$ cat src/rtl/matrix_capture.sv
// Rebuilds the 16x16 LED matrix row/column shift registers from sampled pins and stores each latched pattern in a Wishbone-readable frame buffer.
// Optional MATRIX_CAPTURE_SYNC_EN: 2-flop pin synchronizers (pin-to-event latency 2 clocks) instead of a single sample flop (latency 1).
module matrix_capture #(
    parameter int ROWS = 16,
    parameter int COLS = 16
) (
    input  logic        clk,
    input  logic        reset,
    input  logic        wbs_stb_i,
    input  logic        wbs_cyc_i,
    input  logic        wbs_we_i,
    input  logic [31:0] wbs_adr_i,
    input  logic [31:0] wbs_dat_i,
    output logic        wbs_ack_o,
    output logic [31:0] wbs_dat_o,
    input  logic        rclk,
    input  logic        rsdi,
    input  logic        cclk,
    input  logic        csdi,
    input  logic        le,
    input  logic        oeb,
    output logic        frame_strobe
);
    // Pin vector order: 0 rclk, 1 rsdi, 2 cclk, 3 csdi, 4 le, 5 oeb
    logic [5:0] pins;
    logic [5:0] sync_q;
    logic [5:0] prev_q;

    assign pins = {oeb, le, csdi, cclk, rsdi, rclk};

`ifdef MATRIX_CAPTURE_SYNC_EN
    logic [5:0] meta_q;

    always_ff @(posedge clk or posedge reset) begin
        if (reset) begin
            meta_q <= '0;
            sync_q <= '0;
        end else begin
            meta_q <= pins;
            sync_q <= meta_q;
        end
    end
`else
    always_ff @(posedge clk or posedge reset) begin
        if (reset) begin
            sync_q <= '0;
        end else begin
            sync_q <= pins;
        end
    end
`endif

    logic rclk_ev, cclk_ev, le_ev;

    assign rclk_ev = sync_q[0] & ~prev_q[0];
    assign cclk_ev = sync_q[2] & ~prev_q[2];
    assign le_ev   = sync_q[4] & ~prev_q[4];

    logic [ROWS-1:0] row_sr_q, row_sr_d, row_lat_q, row_lat_d;
    logic [COLS-1:0] col_sr_q, col_sr_d, col_lat_q, col_lat_d;
    logic [COLS-1:0] frame_q [ROWS];
    logic [COLS-1:0] frame_d [ROWS];
    logic [31:0]     cnt_q, cnt_d;
    logic            wr_pend_q, wr_pend_d;
    logic            strobe_q, strobe_d;
    logic            ack_q, ack_d;
    logic [31:0]     dat_q, dat_d;

    logic [4:0]  word;
    logic        wb_req;
    logic        clr;
    logic [31:0] rd_data;

    assign word   = wbs_adr_i[6:2];
    assign wb_req = wbs_stb_i & wbs_cyc_i & ~ack_q;
    assign clr    = wb_req & wbs_we_i & (word == 5'd18) & wbs_dat_i[0];

    always_comb begin
        rd_data = '0;
        if (!word[4]) begin
            rd_data = {{(32-COLS){1'b0}}, frame_q[word[3:0]]};
        end else if (word == 5'd16) begin
            rd_data = cnt_q;
        end else if (word == 5'd17) begin
            rd_data = {{(31-ROWS){1'b0}}, sync_q[5], row_lat_q};
        end
    end

    always_comb begin
        row_sr_d  = rclk_ev ? {row_sr_q[ROWS-2:0], sync_q[1]} : row_sr_q;
        col_sr_d  = cclk_ev ? {col_sr_q[COLS-2:0], sync_q[3]} : col_sr_q;
        // Latch uses the registered (pre-shift) values when shift and LE coincide
        row_lat_d = le_ev ? row_sr_q : row_lat_q;
        col_lat_d = le_ev ? col_sr_q : col_lat_q;
        wr_pend_d = le_ev;
        strobe_d  = wr_pend_q;
        frame_d   = frame_q;
        cnt_d     = cnt_q;
        if (wr_pend_q) begin
            cnt_d = cnt_q + 32'd1;
            for (int i = 0; i < ROWS; i++) begin
                if (row_lat_q[i]) frame_d[i] = col_lat_q;
            end
        end
        if (clr) begin
            cnt_d = '0;
            for (int i = 0; i < ROWS; i++) frame_d[i] = '0;
        end
        ack_d = wb_req;
        dat_d = wb_req ? rd_data : 32'd0;
    end

    always_ff @(posedge clk or posedge reset) begin
        if (reset) begin
            prev_q    <= '0;
            row_sr_q  <= '0;
            col_sr_q  <= '0;
            row_lat_q <= '0;
            col_lat_q <= '0;
            cnt_q     <= '0;
            wr_pend_q <= 1'b0;
            strobe_q  <= 1'b0;
            ack_q     <= 1'b0;
            dat_q     <= '0;
            for (int i = 0; i < ROWS; i++) frame_q[i] <= '0;
        end else begin
            prev_q    <= sync_q;
            row_sr_q  <= row_sr_d;
            col_sr_q  <= col_sr_d;
            row_lat_q <= row_lat_d;
            col_lat_q <= col_lat_d;
            cnt_q     <= cnt_d;
            wr_pend_q <= wr_pend_d;
            strobe_q  <= strobe_d;
            ack_q     <= ack_d;
            dat_q     <= dat_d;
            for (int i = 0; i < ROWS; i++) frame_q[i] <= frame_d[i];
        end
    end

    assign wbs_ack_o    = ack_q;
    assign wbs_dat_o    = dat_q;
    assign frame_strobe = strobe_q;

    logic unused_ok;
    assign unused_ok = ^{wbs_adr_i[31:7], wbs_adr_i[1:0], wbs_dat_i[31:1]};

endmodule

$ cat config.mk
export PLATFORM = sky130hd
export DESIGN_NAME = matrix_capture
export DESIGN_NICKNAME = d
export VERILOG_FILES = /design/src/rtl/matrix_capture.sv
export SDC_FILE = /design/constraint.sdc
export NUM_CORES = 1
export LEC_CHECK = 0
export ABC_AREA = 1
export BUFFER_PORTS_ARGS = -buffer_cell sky130_fd_sc_hd__clkbuf_2
export CAP_MARGIN = 15
export CORE_AREA = 2 2 253 255
export CTS_CLUSTER_DIAMETER = 50
export DETAILED_ROUTE_END_ITERATION = 16
export DIE_AREA = 0 0 255 257
export PLACE_DENSITY = 0.53
export SLEW_MARGIN = 0
export SYNTH_ARGS = -nofsm -noshare
export SYNTH_HDL_FRONTEND = slang
export SYNTH_SLANG_ARGS = --single-unit
$ cat constraint.sdc
create_clock -name clk -period 10.5 [get_ports clk]
set_input_delay 0 -clock clk [delete_from_list [all_inputs] [get_ports clk]]
set_output_delay 0 -clock clk [all_outputs]
set_load 0.1 [all_outputs]
==> results.ini <==
[status]
status=completed

[sta]
max_slew_margin_pct=22.2
tns_ns=0
finalMaxSlewViolations=0
period_minus_slack_ns=4.01
setup_viol=0
fin_skew_ns=0.0192
period_share_pct=38.2
rsz0062_at_grt=no
tightest_slew_ns=1.17
fmaxAchievable_mhz=250
fin_ws_ns=6.49
final_hold_viol_count=0
whs_ns=0.0405

[worst_setup_path]
start_kind=input pin
r2r_end=frame_q[46]
r2r_setup_slack_ns=6.78
critical-path-max-stage-delay_ns=0.99
critPathSlowestCell=buf_4
cp_max_fo=104
crit_type=in -> reg
worst_ep_arrival_time_ns=4.50
r2r_start=wbs_ack_o
required_ns=10.99
path_cells=dlygate4sd3_1, clkbuf_2, nand2_1, dlygate4sd3_1, nor2_1, buf_4, nand2_1, nand3b_4, buf_4, buf_4, nand3_1, o31ai_1
cp-end-kind=register
crit_top_cell=buf_4
ff2ff_path_depth=8

[synthesis]
synth_ff_type=dfrtp_1
synth_area_leader_cell=dfrtp_1
synthDistinctLibCells=28
synthesis.nets=2551
postSynth.asyncResetShare_pct=100
synth_seq_cells=396
yosys-top-cells-count=nand2_1, nand3_1, dfrtp_1
avgSynthCellArea_sq_um=7.82
netlist_instances=2475
yosysMostFrequentCell=nand2_1
synth_top_area_share_pct=51.2
synth_warnings=0
ys_seq_area_share_pct=51.2
synth-edff-count=0
syn-cell-area_sq_mm=0.0193
synthTopCellsByArea=dfrtp_1, nand3_1, nand2_1, o31ai_1, inv_1

[floorplanning]
die-area_sq_mm=0.0655
die-width_um=255
io_pins=109
core_area_sq_mm=0.0627
start_util_pct=30.8
row_count=92
die_h_um=257

[finish]
num_antenna_cells=0
fin_nets=2489
post-route-cell-area_sq_mm=0.0219
fillCellCount=6460
drive_gt1_share_pct=7.70
utilization_pct=35.0
syn2layout_area_growth_pct=13.4

[global_route]
antenna_found_initial=0
grt_overflow=0
grt_max_degree=175
grt_pass1_vias=16500
gr-usage-all-layers_pct=18.1
grt_pass1_wl_um=94100

[routing]
totalWireLength_um=58800
drc_errors=0
vias_per_cell=5.08
drtPass1Iterations=6
wl_per_cell_um=17.8
antenna_left=0
drt_iter0_drc=1779
vias=16800

[clocking]
clk_latency_ns=0.60
cts_tree=yes
cts-root-buf=clkbuf_16
cts_sinks=396
cts_made_buffers=53
clk_pin_slew_ns=0.05
cts.htree.levels=2
cts_resized=0
clockBufferDepth=3

[power]
peakVddDrop_v=0.000112
powerDensity_mw_per_mm2=214
p_leak_nw=10.7

[place]
hpwl_um=33500
placed_area_sq_mm=0.0200
gp_congestion=0.839
dp_slack_ns=6.24
io_buffers=50

[worst_hold_path]
hold_end=wbs_dat_o[16]
min_from=wbs_adr_i[6]
min_path_cells=5
min_path_type=in -> reg

[flow_run]
drv_cap=0

## power by group
| group | switching (W) | internal, W | leakage (nW) |
|---|---|---|---|
| combinational | 0.000515 | 0.000304 | 4.70 |
| sequential | 0.000220 | 0.00187 | 5.14 |
| clock | 0.000708 | 0.00108 | 0.851 |
## worst max-delay path: cells and delay by family
| family | cells | cell delay [ns] |
|---|---|---|
| simple gates | 5 | 0.93 |
| compound gates | 1 | 0.12 |
| buf+inv | 6 | 3.24 |
## metrics by stage
step	std cells	total power, W
finish	3300	0.00470
global route	3300	0.00497
CTS	3295	0.00474
detailed placement	3190	0.00292
global placement	3190	0.00289
floorplan	2475	0.00268
## cell type report
class | instances | area, sq um | share of cell area, %
clock inverters | 22 | 208 | 0.946
repair buffers | 88 | 648 | 2.95
flip-flops and latches | 396 | 9910 | 45.2
inverters | 231 | 878 | 4.00
well taps | 846 | 1060 | 4.82
clock buffers | 74 | 1560 | 7.09
multi-input cells | 1643 | 7690 | 35.0
## repair_timing
| item | 4_1_cts | 5_1_grt |
|---|---|---|
| buffers inserted | 0 | 0 |
| hold endpoints to repair | 67 | 13 |
| hold buffers | 9 | 1 |
## worst max-delay path by stage
stage	start	endpoint	slack, ns	depth (start not counted)
after floorplan	reset	cnt_q[0]	5.17	1
after global placement	wbs_adr_i[4]	frame_q[250]	6.31	10
after detailed placement	wbs_adr_i[4]	frame_q[41]	6.24	10
after CTS	wbs_cyc_i	frame_q[113]	6.65	12
after global routing	wbs_cyc_i	frame_q[47]	6.29	12
final	wbs_cyc_i	frame_q[46]	6.49	12
## layer usage
| layer | up-vias | wire (um) | part of all wire, % | track usage (%) |
|---|---|---|---|---|
| li1 | 7978 | - | - | - |
| met1 | 8189 | 26500 | 45 | 25.5 |
| met2 | 483 | 26700 | 45 | 28.0 |
| met3 | 110 | 3460 | 5.9 | 2.90 |
| met4 | 0 | 2060 | 3.5 | 6.89 |
| met5 | - | 0 | 0 | 0 |
## flip-flops by register name, summed over array words and instances (netlist names)
signal and count:
cnt_q 32, col_lat_q 16, col_sr_q 16, frame_q 256
frame_strobe 1, prev_q 3, row_lat_q 16, row_sr_q 16
strobe_d 1, sync_q 6, wbs_ack_o 1, wbs_dat_o 32
## kinds of logic after synthesis
| logic type | count (synthesis) | synth area share [%] |
|---|---|---|
| buffers and inverters | 436 | 9.13 |
| AOI/OAI and AO/OA | 257 | 8.32 |
| and+or+nand+nor | 1385 | 31.3 |
| DFF | 396 | 51.2 |
| adders and majority gates | 1 | 0.0647 |
## cell usage in the layout, fill, tap and decap left out, types with 10 or more instances in the layout
| master | n |
|---|---|
| inv_1 | 221 |
| clkbuf_16 | 53 |
| a21oi_1 | 61 |
| nor2_1 | 64 |
| o21ai_0 | 67 |
| nand2_1 | 706 |
| nor3_1 | 20 |
| clkbuf_2 | 49 |
| dlygate4sd3_1 | 10 |
| dfrtp_1 | 396 |
| nand4_1 | 11 |
| nand3_1 | 569 |
| o31ai_1 | 128 |
| clkbuf_8 | 15 |
| buf_4 | 24 |
(Power assumes the default switching activity.)
